==> src/rtl/mips_defs.sv <==
// rtl/mips_defs.sv - shared MIPS opcode/function codes and mult_hilo_unit state encoding
package mips_defs;

  localparam logic [5:0] OPCODE_RTYPE = 6'b000000;
  localparam logic [5:0] OP_J         = 6'b000010;
  localparam logic [5:0] OP_BEQ       = 6'b000100;
  localparam logic [5:0] OP_ADDI      = 6'b001000;
  localparam logic [5:0] OP_LW        = 6'b100011;
  localparam logic [5:0] OP_SW        = 6'b101011;

  localparam logic [5:0] FUNC_MFHI = 6'b010000;
  localparam logic [5:0] FUNC_MFLO = 6'b010010;
  localparam logic [5:0] FUNC_MULT = 6'b011000;
  localparam logic [5:0] FUNC_ADD  = 6'b100000;
  localparam logic [5:0] FUNC_SUB  = 6'b100010;
  localparam logic [5:0] FUNC_AND  = 6'b100100;
  localparam logic [5:0] FUNC_OR   = 6'b100101;
  localparam logic [5:0] FUNC_SLT  = 6'b101010;

  localparam logic [1:0] ST_IDLE = 2'd0;
  localparam logic [1:0] ST_RUN  = 2'd1;
  localparam logic [1:0] ST_DONE = 2'd2;

  function automatic logic is_mf(input logic [5:0] func);
    return (func == FUNC_MFHI) || (func == FUNC_MFLO);
  endfunction

endpackage

==> src/rtl/mult_shift_add_core.sv <==
// rtl/mult_shift_add_core.sv - unsigned shift-add multiply datapath, one partial product per step
module mult_shift_add_core #(
  parameter int WIDTH = 32
) (
  input  logic               clk,
  input  logic               rst,
  input  logic               load,
  input  logic               step,
  input  logic [WIDTH-1:0]   mcand,
  input  logic [WIDTH-1:0]   mplier,
  output logic [2*WIDTH-1:0] acc
);

  logic [2*WIDTH-1:0] mcand_r;
  logic [WIDTH-1:0]   mplier_r;
  logic [2*WIDTH-1:0] acc_r;

  // acc already includes this cycle's partial product, so the final step's
  // sum can be captured into HI/LO on the same edge that performs it.
  assign acc = mplier_r[0] ? (acc_r + mcand_r) : acc_r;

  always_ff @(posedge clk or posedge rst) begin
    if (rst) begin
      mcand_r  <= '0;
      mplier_r <= '0;
      acc_r    <= '0;
    end else if (load) begin
      mcand_r  <= {{WIDTH{1'b0}}, mcand};
      mplier_r <= mplier;
      acc_r    <= '0;
    end else if (step) begin
      acc_r    <= acc;
      mcand_r  <= mcand_r << 1;
      mplier_r <= mplier_r >> 1;
    end
  end

endmodule

==> src/rtl/mult_hilo_unit.sv <==
// rtl/mult_hilo_unit.sv - multi-cycle signed MULT with HI/LO registers and MFHI/MFLO read path
module mult_hilo_unit
  import mips_defs::*;
#(
  parameter int WIDTH = 32
) (
  input  logic             clk,
  input  logic             rst,
  input  logic             inst_valid,
  input  logic [5:0]       opcode,
  input  logic [5:0]       instFunc,
  input  logic [WIDTH-1:0] op_a,
  input  logic [WIDTH-1:0] op_b,
  output logic             busy,
  output logic             done,
  output logic [WIDTH-1:0] hi,
  output logic [WIDTH-1:0] lo,
  output logic [WIDTH-1:0] rd_data,
  output logic             mf_valid
);

  localparam int CW = $clog2(WIDTH);

  logic [1:0]         state;
  logic [CW-1:0]      count;
  logic               neg;
  logic               start;
  logic               load;
  logic               step;
  logic [WIDTH-1:0]   mag_a;
  logic [WIDTH-1:0]   mag_b;
  logic [2*WIDTH-1:0] prod;

  assign start    = inst_valid && (opcode == OPCODE_RTYPE) && (instFunc == FUNC_MULT);
  assign mf_valid = inst_valid && (opcode == OPCODE_RTYPE) && is_mf(instFunc);
  assign rd_data  = (instFunc == FUNC_MFHI) ? hi : lo;

  // Magnitude of the most negative value wraps to itself, which is correct as unsigned.
  assign mag_a = op_a[WIDTH-1] ? (~op_a + 1'b1) : op_a;
  assign mag_b = op_b[WIDTH-1] ? (~op_b + 1'b1) : op_b;

  assign load = (state == ST_IDLE) && start;
  assign step = (state == ST_RUN);
  assign busy = (state == ST_RUN);
  assign done = (state == ST_DONE);

  mult_shift_add_core #(.WIDTH(WIDTH)) u_core (
    .clk    (clk),
    .rst    (rst),
    .load   (load),
    .step   (step),
    .mcand  (mag_a),
    .mplier (mag_b),
    .acc    (prod)
  );

  always_ff @(posedge clk or posedge rst) begin
    if (rst) begin
      state <= ST_IDLE;
      count <= '0;
      neg   <= 1'b0;
      hi    <= '0;
      lo    <= '0;
    end else begin
      case (state)
        ST_IDLE: begin
          if (start) begin
            state <= ST_RUN;
            count <= CW'(WIDTH - 1);
            neg   <= op_a[WIDTH-1] ^ op_b[WIDTH-1];
          end
        end
        ST_RUN: begin
          if (count == '0) begin
            {hi, lo} <= neg ? (~prod + 1'b1) : prod;
            state    <= ST_DONE;
          end else begin
            count <= count - 1'b1;
          end
        end
        ST_DONE: state <= ST_IDLE;
        default: state <= ST_IDLE;
      endcase
    end
  end

endmodule

==> config.mk <==
export PLATFORM = sky130hd
export DESIGN_NAME = mult_hilo_unit
export DESIGN_NICKNAME = d
export VERILOG_FILES = /design/src/rtl/mips_defs.sv /design/src/rtl/mult_shift_add_core.sv /design/src/rtl/mult_hilo_unit.sv
export SDC_FILE = /design/constraint.sdc
export NUM_CORES = 1
export LEC_CHECK = 0
export CAP_MARGIN = 5
export CELL_PAD_IN_SITES_DETAIL_PLACEMENT = 1
export CELL_PAD_IN_SITES_GLOBAL_PLACEMENT = 1
export CORE_MARGIN = 10
export CORE_UTILIZATION = 42
export DETAILED_ROUTE_END_ITERATION = 10
export PLACE_DENSITY = 0.88
export SLEW_MARGIN = 20
export SYNTH_ARGS = -nofsm -noshare
export SYNTH_HDL_FRONTEND = slang
export SYNTH_SLANG_ARGS = --single-unit
==> constraint.sdc <==
create_clock -name clk -period 8.15 [get_ports clk]
set_clock_uncertainty 0.15 [all_clocks]
set_input_delay 0.815 -clock clk [delete_from_list [all_inputs] [get_ports clk]]
set_output_delay 0.815 -clock clk [all_outputs]
set_load 0.05 [all_outputs]
### Yosys cells after proc, flatten, opt, wreduce, memory -nomap -nowiden

Cells that the tools add are included.

| word-level totals | value |
|---|---|
| register bits | 232 |
| latch bits | 0 |
| bits in writable memories | 0 |
| memory bits (read-only) | 0 |
| bits of input ports | 79 |
| output and inout port bits | 99 |
| word-level logic and storage cells | 56 |
| memories | 0 |

| operators by class | value |
|---|---|
| $add $sub $neg | 5 |
| $mul | 0 |
| div/mod/pow operators | 0 |
| order comparisons | 0 |
| equality and inequality tests | 8 |
| shifts and indexed selects | 0 |
| muxes and demuxes | 17 |
| bitwise gates (word level) | 4 |
| reduce and logical (&&, ||, !) cells | 14 |

Operators with widths:

| kind | number |
|---|---|
| $mux W64 | 6 |
| $mux W32 | 5 |
| $add A32 B1 Y32 const B | 2 |
| $add A64 B1 Y64 const B | 1 |
| $add A64 B64 Y64 | 1 |
| $not A32 Y32 | 2 |
| $not A64 Y64 | 1 |
| $eq A6 B5 Y1 const B | 3 |
| $mux W5 | 2 |
| $pmux W5 S2 | 1 |
| $logic_not A6 Y1 | 1 |
| $reduce_and A2 Y1 | 3 |
| $logic_not A5 Y1 | 1 |
| $sub A5 B1 Y5 const B | 1 |
| $logic_and A1 B1 Y1 | 4 |
| $mux W2 | 2 |
| $ne A2 B2 Y1 const B | 2 |
| $pmux W2 S2 | 1 |
| $reduce_bool A2 Y1 | 2 |
| $reduce_and A3 Y1 | 1 |
| $eq A2 B1 Y1 const B | 1 |
| $eq A2 B2 Y1 const B | 1 |
| $logic_not A2 Y1 | 1 |
| $ne A2 B1 Y1 const B | 1 |
| other kinds (2) | 2 |

### Logic depth before layout (Yosys ltp)

Gate-level depths: netlist of the first run.

| depth | value |
|---|---|
| depth after elaboration | 5 |
| depth in mapped cells | 16 |
| gate-level depth less buffers | 15 |

### Modules after synthesis

Synthesis of the first run repeated with hierarchy kept, for this count alone.

| second synthesis, totals | value |
|---|---|
| cells, all modules | 2031 |
| area, all modules | 17476.8 sq um |

Modules (own cells, without submodules):

| module | instances | cells each | area an instance (sq um) | seq. area each (sq um) |
|---|---|---|---|---|
| mult_shift_add_core | 1 | 1347 | 11723.7 | 4003.8 |
| mult_hilo_unit | 1 | 684 | 5753.0 | 1801.7 |

### Least setup slack after synthesis of the first run

Ideal clock, no wire load.

| timing | value |
|---|---|
| path kind | reg-to-reg |
| start | reg u_core.acc_r[0] |
| end | reg hi[29] |
| library setup time | 0.071 ns |
| data arrival time | 4.192 ns |
| data required time | 7.929 ns |
| slack | 3.738 ns |
| stages on the path, launching flop included | 17 |
| buffers on the path | 1 |
| clock period less this slack | 4.412 ns |
| cells stage by stage | dfrtp_1 -> ha_1 -> inv_1 -> fa_1 -> nor2b_2 -> o31ai_2 -> a2111o_1 -> and4_1 -> or4_1 -> a2bb2oi_1 -> a2111oi_4 -> and4_1 -> buf_4 -> nand4_4 -> or4_4 -> nor4_2 -> nand3b_1 |

| on the way | value |
|---|---|
| word-level cells in the longest chain between the ends | 5 |

Ends and longest elaborated chain:

| item | line | text |
|---|---|---|
| start: declaration | mult_shift_add_core.sv:16 | `logic [2*WIDTH-1:0] acc_r;` |
| start signal: assignment | mult_shift_add_core.sv:26 | `acc_r <= '0;` |
| start signal: assignment | mult_shift_add_core.sv:30 | `acc_r <= '0;` |
| start signal: assignment | mult_shift_add_core.sv:32 | `acc_r <= acc;` |
| $add A64 B64 Y64 | mult_shift_add_core.sv:20 | `assign acc = mplier_r[0] ? (acc_r + mcand_r) : acc_r;` |
| $mux W64 (*) | mult_shift_add_core.sv:20 |  |
| $not A64 Y64 | mult_hilo_unit.sv:75 | `{hi, lo} <= neg ? (~prod + 1'b1) : prod;` |
| $add A64 B1 Y64 | mult_hilo_unit.sv:75 |  |
| $mux W64 (*) | mult_hilo_unit.sv:75 |  |
| end signal: assignment | mult_hilo_unit.sv:75 |  |
| end: declaration | mult_hilo_unit.sv:16 | `output logic [WIDTH-1:0] hi,` |

Mark *: on every way between the ends. The rest lies on a longest branch, timed or not.
A chain may end at the register's enable or synchronous reset.

### Worst setup path after layout of the first run

| timing | value |
|---|---|
| start | reg u_core.acc_r[0] |
| end | reg hi[24] |

Same word-level chain as after synthesis.

==> results of run 1 <==
-- power by group through the flow --
stage	Clock (mW)	Sequential (mW)	Combinational (mW)
2_1_floorplan	0	2.10	2.17
3_3_place_gp	0	1.78	3.64
3_5_place_dp	0	1.81	3.74
4_1_cts	1.32	1.80	3.78
5_1_grt	1.37	1.84	4.08
6_report	1.30	1.81	3.82
-- per-layer routing --
metal / global-route usage [%] / vias up / share of wire (%)
li1: - / 8192 / -
met1: 33.26 / 8938 / 44
met2: 41.74 / 676 / 46
met3: 4.437 / 132 / 6.9
met4: 8.862 / 2 / 3.3
met5: 0 / - / 0.012
-- cell usage in the layout, fill, tap and decap left out, types with 14 or more instances in the layout --
| master | count |
|---|---|
| nor3_1 | 45 |
| nor2_1 | 134 |
| o31ai_1 | 33 |
| or3_1 | 21 |
| buf_4 | 16 |
| clkbuf_16 | 28 |
| nor4_1 | 16 |
| mux2_2 | 47 |
| clkdlybuf4s50_1 | 176 |
| xnor2_1 | 89 |
| o41ai_1 | 23 |
| dfrtp_1 | 231 |
| ha_1 | 68 |
| a21o_1 | 21 |
| or4_1 | 14 |
| nand2_1 | 341 |
| inv_1 | 33 |
| a21oi_1 | 118 |
| a211oi_1 | 19 |
| a31oi_1 | 41 |
| mux2i_1 | 35 |
| o211ai_1 | 16 |
| o21ai_0 | 270 |
| a22oi_1 | 34 |
| xor2_1 | 60 |
| nand3_1 | 96 |
| nand4_1 | 38 |
-- cells by family after synthesis --
logic type	Yosys count	share of synthesized area (%)
flip-flops	232	32.98
buffers and inverters	174	3.887
XOR/XNOR	149	7.412
AND/OR/NAND/NOR	790	21.09
AO/OA/AOI/OAI	691	24.70
adder cells (fa/ha/maj)	69	4.946
multiplexers	82	4.996
-- flip-flops by register name (all words and copies together), names as in the netlist --
register,flops
state,2
hi,32
count,5
u_core.mcand_r,64
neg,1
u_core.acc_r,64
lo,32
u_core.mplier_r,32
-- worst max-delay path, stage by stage, from the launching register on --
cell and delay (ps):
dfrtp_1 400, ha_1 260, inv_1 90, fa_1 220
nor2b_2 80, o31ai_2 390, a31oi_1 300, a211o_1 400
a21o_1 270, a221oi_2 550, o2111ai_1 510, nor3b_4 510
nand4b_1 490, nor4_1 490, mux2i_1 260, o311ai_0 140
-- per-stage QoR --
step / hold WS, ps / std cells / utilization, % / cell area, um2
floorplan: 299.7 / 2187 / - / 17610
global placement: 325.0 / 2774 / 47.82 / 19660
detailed placement: 346.9 / 2774 / 47.82 / 19660
CTS: 354.1 / 2825 / 50.12 / 20600
global route: 379.0 / 2826 / 50.17 / 20620
finish: 353.9 / 2826 / 50.17 / 20620
-- worst max path at each step --
stage | start | end | slack [ps]
after CTS | u_core.mcand_r[0] | hi[24] | 2620
after detailed placement | u_core.mcand_r[0] | hi[24] | 2660
after global placement | u_core.mcand_r[0] | hi[8] | 2840
after global routing | u_core.mcand_r[0] | hi[24] | 2180
final | u_core.acc_r[0] | hi[24] | 2470
after floorplan | rst | count[0] | 820
-- cell type report --
class	instances	area (um2)	area share (%)
inverter	36	145.1	0.7037
clock inverter	12	152.6	0.7401
multi-input combinational	1781	11150	54.04
clock buffer	39	792.0	3.840
tap	532	665.6	3.227
sequential	232	5809	28.17
timing repair buffer	194	1914	9.282
==> results.yml, run 1 <==
outcome:
  status: "finished clean"
global_routing:
  grt_first_pass_wirelength_um: 104000
  grt.overflow.total: 0
  grt_max_degree: 100
  antenna_found_initial: 1
  grt_use_total_pct: 25.46
  grt_pass1_vias: 18130
synth:
  synthArstFlopShare_pct: 100.0
  synth_flop_cell: "dfrtp_1"
  syn_area_um2: 17610
  synth_fp_nets: 2335
  yosysMostFrequentCell: "nand2_1"
  netlist-cell-type-count: 92
  synth_top_area_share_pct: 32.98
  yosysTopAreaCell: "dfrtp_1"
  synth_edf_count: 0
  syn_inst: 2187
  yosysSeqAreaShare_pct: 32.98
  yosys-top-cells-count: "nand2_1, o21ai_0, dfrtp_1, nor2_1, a21oi_1"
  ys_warn_count: 0
  syn_avg_cell_area_um2: 8.050
  yosys-top-cells-area: "dfrtp_1, o21ai_0, nand2_1, ha_1, xnor2_1"
  synth_seq_cells: 232
placed_design:
  dp_slack_ps: 2660
  port_buffers: 177
  gp_congestion: 1.023
  dpl.hpwl_um: 50260
sta:
  worst_slack_ps: 2467
  rsz0062_at_grt: "no"
  setup_tns_ps: 0
  period_minus_slack_ps: 5683
  finalCritPeriodShare_pct: 69.73
  slew-limit-headroom_pct: 29.46
  fmax_mhz: 176.0
  hold_violations: 0
  worst_pin_slew_ps: 1055
  setup_viol: 0
  final_max_slew_viol_count: 0
floorplanning:
  die_w_um: 224.7
  die_area_um2: 50510
  pin_count: 178
  start_util_pct: 42.83
  core_area_um2: 41110
  core.rowCount: 74
  fp.dieH_um: 224.7
finish:
  nFillCells: 4940
  fin_nets: 2421
  antenna_cells: 0
  syn_to_final_growth_pct: 17.15
  post_route_cells_drive_above_1_share_pct: 6.539
clock_network:
  cts_tree: "built"
  h-tree-depth: 1
  clock-sinks: 232
  clkTransAtPathRegs_ps: 60
  cts_made_buffers: 28
  cts_max_path_buffers: 3
  cts_resized: 0
  cts_setup_buffers: 0
  ctsHoldBuffers: 0
  clkLatencyLatePin_ps: 580
  clockRootBuffer: "clkbuf_16"
power_and_ir_drop:
  internal-power_mw: 3.424
  clkPwrFrac_pct: 18.8
  leakage_nw: 8.395
  ir_worst_vdd_uv: 208.9
  powerDensity_nw_per_um2: 335.7
  pwr-share-seq_pct: 26.1
  p_switching_mw: 3.501
  power_mw: 6.925
  combPwrFrac_pct: 55.1
  p_sw_share_pct: 50.55
critical_path:
  worst_r2r_path_depth: 15
  r2r-end: "hi[24]"
  crit_type: "register to register"
  regToRegStartpoint: "u_core.acc_r[0]"
  critPathLaunchType: "register"
  path_max_fanout: 12
  crit_arrival_ps: 5950
  r2r_slack_ps: 2470
  worst_ep_required_time_ps: 8410
  endpoint_kind: "register"
routing:
  ant_nets: 0
  drtPass1Iterations: 5
  viasPerCell: 6.348
  drc: 0
  routed_wirelength_um: 65990
  vias: 17940
  wire_per_inst_um: 23.35
  drt-initial-drc-count: 1635
hold_path:
  min_delay_path_depth: 1
  hp-class: "register to register"
  hold_end: "count[0]"
  hp-start: "count[0]"
job:
  cap_viol_max_count: 0
No activity file was read; power rests on OpenSTA's default activity.
==> run 2: changes to the inputs <==
==> constraint.sdc (replaced) <==
create_clock -name clk -period 5.6 [get_ports clk]
set_clock_uncertainty 0.15 [all_clocks]
set_input_delay 0.56 -clock clk [delete_from_list [all_inputs] [get_ports clk]]
set_output_delay 0.56 -clock clk [all_outputs]
set_load 0.05 [all_outputs]
==> results.yml, run 2 (synthesized netlist as in run 1, its figures left out) <==
routing:
  ant_nets: 0
  routed_wirelength_um: 67070
  vias: 17870
  viasPerCell: 6.285
  drt-initial-drc-count: 1392
  drc: 0
  drtPass1Iterations: 5
  wire_per_inst_um: 23.59
power_and_ir_drop:
  pwr-share-seq_pct: 25.8
  p_switching_mw: 5.148
  internal-power_mw: 5.042
  clkPwrFrac_pct: 18.5
  leakage_nw: 8.482
  powerDensity_nw_per_um2: 490.9
  p_sw_share_pct: 50.52
  ir_worst_vdd_uv: 303.1
  power_mw: 10.19
  combPwrFrac_pct: 55.7
clock_network:
  cts_resized: 0
  ctsHoldBuffers: 0
  clockRootBuffer: "clkbuf_16"
  clkLatencyLatePin_ps: 570
  cts_made_buffers: 27
  cts_tree: "built"
  cts_setup_buffers: 0
  cts_max_path_buffers: 3
  clkTransAtPathRegs_ps: 70
  h-tree-depth: 1
  clock-sinks: 232
sta:
  rsz0062_at_grt: "no"
  period_minus_slack_ps: 5224
  setup_viol: 0
  slew-limit-headroom_pct: 25.29
  finalCritPeriodShare_pct: 93.29
  worst_slack_ps: 375.6
  fmax_mhz: 191.4
  setup_tns_ps: 0
  hold_violations: 0
  final_max_slew_viol_count: 0
  worst_pin_slew_ps: 1117
global_routing:
  grt_first_pass_wirelength_um: 105800
  grt.overflow.total: 0
  antenna_found_initial: 0
  grt_max_degree: 173
  grt_pass1_vias: 18370
  grt_use_total_pct: 25.84
floorplanning:
  core.rowCount: 74
  core_area_um2: 41110
  die_w_um: 224.7
  fp.dieH_um: 224.7
  start_util_pct: 42.83
  die_area_um2: 50510
  pin_count: 178
critical_path:
  critPathLaunch: "u_core.acc_r[25]"
  regToRegStartpoint: "u_core.acc_r[25]"
  critPathLaunchType: "register"
  endpoint_kind: "register"
  path_max_fanout: 12
  crit_arrival_ps: 5470
  worst_ep_required_time_ps: 5850
  crit_type: "register to register"
  r2r_slack_ps: 380
finish:
  top_regs: "u_core.acc_r: 64 flops, u_core.mcand_r: 64 flops"
  post_route_cells_drive_above_1_share_pct: 7.356
  multiInputGateArea_um2: 11150
  nFillCells: 4933
  regArea_um2: 5809
  mostFrequentLayoutCells: "nand2_1, o21ai_0, dfrtp_1"
  syn_to_final_growth_pct: 17.90
  antenna_cells: 0
  mostFrequentLayoutCell: "nand2_1"
  fin_nets: 2439
outcome:
  status: "finished clean"
placed_design:
  port_buffers: 177
  dpl.hpwl_um: 51900
  dp_slack_ps: 544.0
  gp_congestion: 0.9649
job:
  cap_viol_max_count: 0
hold_path:
  hp-class: "input port to async pin"
run 2: cell count changes in the layout (fill, tap and decap cells not counted), sizes merged:
cell           before  now
buf                18   36
clkbuf             39   35
clkdlybuf4s50     176  177
clkinvlp            1    2
inv                36   37
run 2: cell type report:
cell class              count  share of cell area [%]
inverters                  36                  0.6811
repair buffers            213                   9.958
flip-flops and latches    232                   27.99
clock inverters            14                  0.7836
well taps                 532                   3.207
multi-input cells        1781                   53.70
clock buffers              35                   3.689
run 2: worst max-delay path, stage by stage (launching register included):
cell and delay, ps:
dfrtp_1 410, ha_1 530, nand2_1 270, nor4_1 750
nand2_1 220, nor4_1 610, o311ai_0 340, and4_1 300
a221oi_1 570, nand4_1 220, nor4_1 300, mux2i_1 230
o311ai_0 150
run 2: worst paths after layout:
| check | cells past startpoint | endpoint |
|---|---|---|
| worst max-delay path | 12 | hi[24] |
| max in group asynchronous | 3 | u_core.acc_r[13] |
| worst min register to register | 1 | count[0] |
| worst min-delay path | 2 | lo[8] |
| worst max register to register | 12 | hi[24] |
| min in group clk | 1 | count[0] |
run 2: metal layers:
| metal | vias to the layer above | part of all wire (%) | global-route usage [%] |
|---|---|---|---|
| li1 | 8242 | - | - |
| met1 | 8935 | 44 | 33.62 |
| met2 | 568 | 47 | 43.02 |
| met3 | 122 | 6.2 | 3.995 |
| met4 | 0 | 3.3 | 8.708 |
| met5 | - | 0 | 0 |
run 2: power by group through the flow:
| stage | registers (mW) | clock network (mW) | logic (mW) |
|---|---|---|---|
| floorplan | 3.06 | 0 | 3.16 |
| global placement | 2.61 | 0 | 5.41 |
| detailed placement | 2.64 | 0 | 5.60 |
| CTS | 2.62 | 1.90 | 5.65 |
| global route | 2.68 | 1.98 | 6.09 |
| finish | 2.63 | 1.88 | 5.68 |
run 2: metrics by stage:
stage                     utilization (%)  area [um2]  hold WS [ps]  cells
after floorplan                         -       17610         299.7   2187
after global placement              48.23       19830         320.8   2794
after detailed placement            48.23       19830         346.0   2794
after CTS                           50.49       20760         224.1   2843
after global routing                50.49       20760         258.4   2843
final                               50.49       20760         222.1   2843
==> run 3: changes to the inputs <==
--- a/config.mk
+++ b/config.mk
@@ -5,12 +5,13 @@
 export SDC_FILE = /design/constraint.sdc
 export NUM_CORES = 1
 export LEC_CHECK = 0
-export CAP_MARGIN = 5
+export CAP_MARGIN = 25
 export CELL_PAD_IN_SITES_DETAIL_PLACEMENT = 1
 export CELL_PAD_IN_SITES_GLOBAL_PLACEMENT = 1
 export CORE_MARGIN = 10
 export CORE_UTILIZATION = 42
 export DETAILED_ROUTE_END_ITERATION = 10
+export MAX_ROUTING_LAYER = met4
 export PLACE_DENSITY = 0.88
 export SLEW_MARGIN = 20
 export SYNTH_ARGS = -nofsm -noshare
==> results.yml, run 3 (synthesized netlist as in run 1, its figures left out) <==
floorplanning:
  start_util_pct: 42.83
  core.rowCount: 74
  die_area_um2: 50510
  fp.dieH_um: 224.7
  core_area_um2: 41110
  pin_count: 178
  die_w_um: 224.7
clock_network:
  clkLatencyLatePin_ps: 570
  cts_tree: "built"
  clkTransAtPathRegs_ps: 70
  cts_resized: 0
  clockRootBuffer: "clkbuf_16"
  ctsHoldBuffers: 0
  clock-sinks: 232
  h-tree-depth: 1
  cts_setup_buffers: 0
  cts_made_buffers: 27
  cts_max_path_buffers: 3
power_and_ir_drop:
  leakage_nw: 8.486
  power_mw: 10.26
  ir_worst_vdd_uv: 301.6
  powerDensity_nw_per_um2: 493.8
placed_design:
  dp_slack_ps: 553.2
  gp_congestion: 0.9868
  dpl.hpwl_um: 51990
  dp.cells: 2793
  port_buffers: 177
critical_path:
  critPathLaunch: "u_core.acc_r[25]"
  regToRegStartpoint: "u_core.acc_r[25]"
  crit_type: "register to register"
  endpoint_kind: "register"
  worst_ep_required_time_ps: 5860
  critPathLaunchType: "register"
  path_max_fanout: 12
  crit_arrival_ps: 5490
sta:
  slew-limit-headroom_pct: 33.24
  setup_tns_ps: 0
  finalCritPeriodShare_pct: 93.45
  worst_pin_slew_ps: 992.3
  worst_slack_ps: 367.0
  setup_viol: 0
  final_max_slew_viol_count: 0
  fmax_mhz: 191.1
  hold_violations: 0
  period_minus_slack_ps: 5233
  rsz0062_at_grt: "no"
routing:
  wire_per_inst_um: 24.49
  drtPass1Iterations: 6
  ant_nets: 0
  viasPerCell: 6.380
  vias: 18160
  drt-initial-drc-count: 1613
  routed_wirelength_um: 69690
  drc: 0
finish:
  mostFrequentLayoutCell: "nand2_1"
  post_route_cells_drive_above_1_share_pct: 7.347
  stdcell_count: 2846
  mostFrequentLayoutCells: "nand2_1, o21ai_0, dfrtp_1"
  fin_nets: 2441
  top_regs: "u_core.acc_r: 64 flops, u_core.mcand_r: 64 flops"
  syn_to_final_growth_pct: 18.07
  antenna_cells: 0
global_routing:
  grt.overflow.total: 0
  antenna_found_initial: 0
  grt.busiest_layer: "met2"
  grt_pass1_vias: 18490
  grt_first_pass_wirelength_um: 109100
  met2_usage_pct: 44.70
  grt_max_degree: 173
  use_met3_pct: 3.852
  met1_usage_pct: 35.55
  grt_use_total_pct: 27.59
job:
  cap_viol_max_count: 0
hold_path:
  hp-class: "input port to async pin"
outcome:
  status: "finished clean"
-- run 3: power by group --
group / total (mW) / internal (mW) / switching (mW) / leakage, nW
Clock: 1.85 / 1.07 / 0.778 / 0.443
Sequential: 2.65 / 2.10 / 0.546 / 3.12
Combinational: 5.77 / 1.84 / 3.93 / 4.92
-- run 3: worst paths after layout --
path	to	slack, ps	depth (start not counted)
worst min-delay path	lo[3]	360	3
worst max register to register	hi[17]	370	13
min in group clk	u_core.mcand_r[49]	360	2
worst min register to register	u_core.mcand_r[49]	360	2
worst max-delay path	hi[17]	370	13
max in group asynchronous	u_core.mcand_r[42]	4070	3
-- run 3: worst max-delay path, cell delays in order, from the launching register on --
cell      delay [ps]
dfrtp_1          410
ha_1             530
nand2_1          250
nor4_1           890
and3_1           290
a32oi_1          100
and2_1           320
a21o_1           220
a211oi_1         440
and3_1           240
nand3_1          270
o41ai_1          610
xnor2_1          250
o21ai_1          100
-- run 3: metal layers --
| layer | part of all wire [%] | wire, um | vias to the layer above |
|---|---|---|---|
| met2 | 47 | 32760 | 650 |
| met3 | 6.5 | 4531 | 120 |
| li1 | - | - | 8233 |
| met5 | 0 | 0 | - |
| met4 | 2.8 | 1946 | 0 |
| met1 | 44 | 30450 | 9155 |
-- run 3: stage by stage --
stage               hold slack, ps  utilization [%]  cell area (um2)
global placement             325.0            48.22            19820
floorplan                    299.7                -            17610
global route                 389.7            50.56            20790
detailed placement           341.9            48.22            19820
CTS                          362.7            50.42            20730
finish                       356.8            50.56            20790
-- run 3: layout make-up --
class                      count  area [um2]
clock buffer                  40       794.5
sequential                   232        5809
inverter                      36       141.4
tap                          532       665.6
clock inverter                10       112.6
multi-input combinational   1781       11150
timing repair buffer         215        2117
fill                        4943       20320
==> RTL change: new RTL, flow settings as in run 2 <==
`WIDTH` is set to 32 in 2 places; all go to 16.
--- a/src/rtl/mult_shift_add_core.sv
+++ b/src/rtl/mult_shift_add_core.sv
@@ -1,5 +1,5 @@
 // rtl/mult_shift_add_core.sv - unsigned shift-add multiply datapath, one partial product per step
 module mult_shift_add_core #(
-  parameter int WIDTH = 32
+  parameter int WIDTH = 16
 ) (
   input  logic               clk,
--- a/src/rtl/mult_hilo_unit.sv
+++ b/src/rtl/mult_hilo_unit.sv
@@ -3,5 +3,5 @@
   import mips_defs::*;
 #(
-  parameter int WIDTH = 32
+  parameter int WIDTH = 16
 ) (
   input  logic             clk,
Interface: changed (5 resized); port bits go from 178 to 98. No check against the original RTL was run, so the function may have changed too.
==> RTL change against run 2 <==
Largest power group unchanged. Critical path type unchanged. Worst setup slack improved by 0.62 ns. Highest routed layer unchanged. Area after synthesis fell by 50%. Wire length fell by 58%. Count of clock-buffer cells in the layout fell by 11. Total power fell by 68%. Critical endpoint is now hi[13]$_DFFE_PP0P_. Design area fell by 49%. Sequential cell count fell by 113. Largest cell class unchanged. Utilization rose by 1.2 points. Sequential share of layout area rose by 0.22 points. Global-route usage fell by 4.8 points.
==> RTL change: results (changes against run 2) <==
fin_hold_ws_ns: 0.3490  # was 0.2221 ns
ys_top_cells_by_area: "dfrtp_1 (34%), nand2_1 (8.3%), o21ai_0 (6.1%)"  # was dfrtp_1 (33%), o21ai_0 (7.7%), nand2_1 (7.3%)
place.gp.congestion: 0.9075  # was 0.9649
grt_pass1_vias: 8863  # was 18370
drt_iter0_drc: 558  # was 1392
synth_cell_types: 77  # was 92
cts_inserted_buffers: 17  # was 27
cts.htree.levels: 4  # was 1
r2r_setup_slack_ns: 0.99  # was 0.38 ns
vias: 8613  # was 17870
syn_nets: 1161  # was 2335
ys_seq_area_frac: 0.3379  # was 0.3298
crit_fanout: 5  # was 12
nets: 1223  # was 2439
rr_worst_depth: 11  # was 12
grt_max_degree: 101  # was 173
crit_path_start: "u_core.acc_r[1]$_DFFE_PP0P_"  # was u_core.acc_r[25]$_DFFE_PP0P_
peakVddDrop_uv: 213.7  # was 303.1 uV
cp-endpoint: "hi[13]$_DFFE_PP0P_"  # was hi[24]$_DFFE_PP0P_
met2_usage: 0.3505  # was 0.4302
hold_path.class: "reg -> reg"  # was in -> async
grt_util_met1: 0.2681  # was 0.3362
switching_share: 0.3666  # was 0.5052
outcome: "finished, final reports clean"  # unchanged
p_leak_nw: 4.327  # was 8.482 nW
grt_pass1_wl_um: 46490  # was 105800 um
place_hpwl_um: 20650  # was 51900 um
yosys-top-cells-count: "nand2_1 (194), dfrtp_1 (119), o21ai_0 (107)"  # was nand2_1 (342), o21ai_0 (270), dfrtp_1 (232)
num-fill-cells: 2460  # was 4933
critPathSlowestCell: "or4b_4"  # was nor4_1
track_usage: 0.2105  # was 0.2584
arrival_ns: 4.77  # was 5.47 ns
-- RTL change: changes by cell type in the layout (fill, tap and decap cells not counted), moves of 24 or more --
cell,change
nor2_1,-70
a22oi_1,-31
xor2_1,-48
nand4_1,-28
nor3_1,-25
xnor2_1,-38
ha_1,-33
o21ai_0,-163
a21oi_1,-82
nand3_1,-47
mux2_2,-24
clkdlybuf4s50_1,-80
dfrtp_1,-113
nand2_1,-147
-- RTL change: area by class of cell --
type | count | share of cell area
clock inverter | 8 | 0.009004
sequential | 119 | 0.2821
tap | 270 | 0.03199
clock buffer | 24 | 0.04656
timing repair buffer | 108 | 0.09975
multi-input combinational | 873 | 0.5229
inverter | 21 | 0.007700
-- RTL change: routing by layer --
metal | share of wire | vias to the layer above
met5 | 0 | -
met4 | 0.016 | 0
met3 | 0.066 | 44
met2 | 0.47 | 255
met1 | 0.45 | 4259
li1 | - | 4055
-- RTL change: logic make-up after synthesis --
kind of cell | count (synthesis) | synth area share
xor gates and xnor gates | 63 | 0.06262
buffers and inverters | 86 | 0.03819
AOI/OAI and AO/OA | 309 | 0.2334
and+or+nand+nor | 428 | 0.2306
DFF | 119 | 0.3379
muxes | 37 | 0.04529
adders and majority gates | 36 | 0.05197
-- RTL change: metrics by stage --
step           power (W)  cell area (sq um)  setup slack (ns)  instances
2_1_floorplan   0.001803               8812             1.489       1078
3_3_place_gp    0.002095               9963             1.246       1391
3_5_place_dp    0.002142               9965             1.098       1391
4_1_cts         0.003258              10550             1.091       1423
5_1_grt         0.003435              10560            0.7482       1423
6_report        0.003260              10560            0.9921       1423
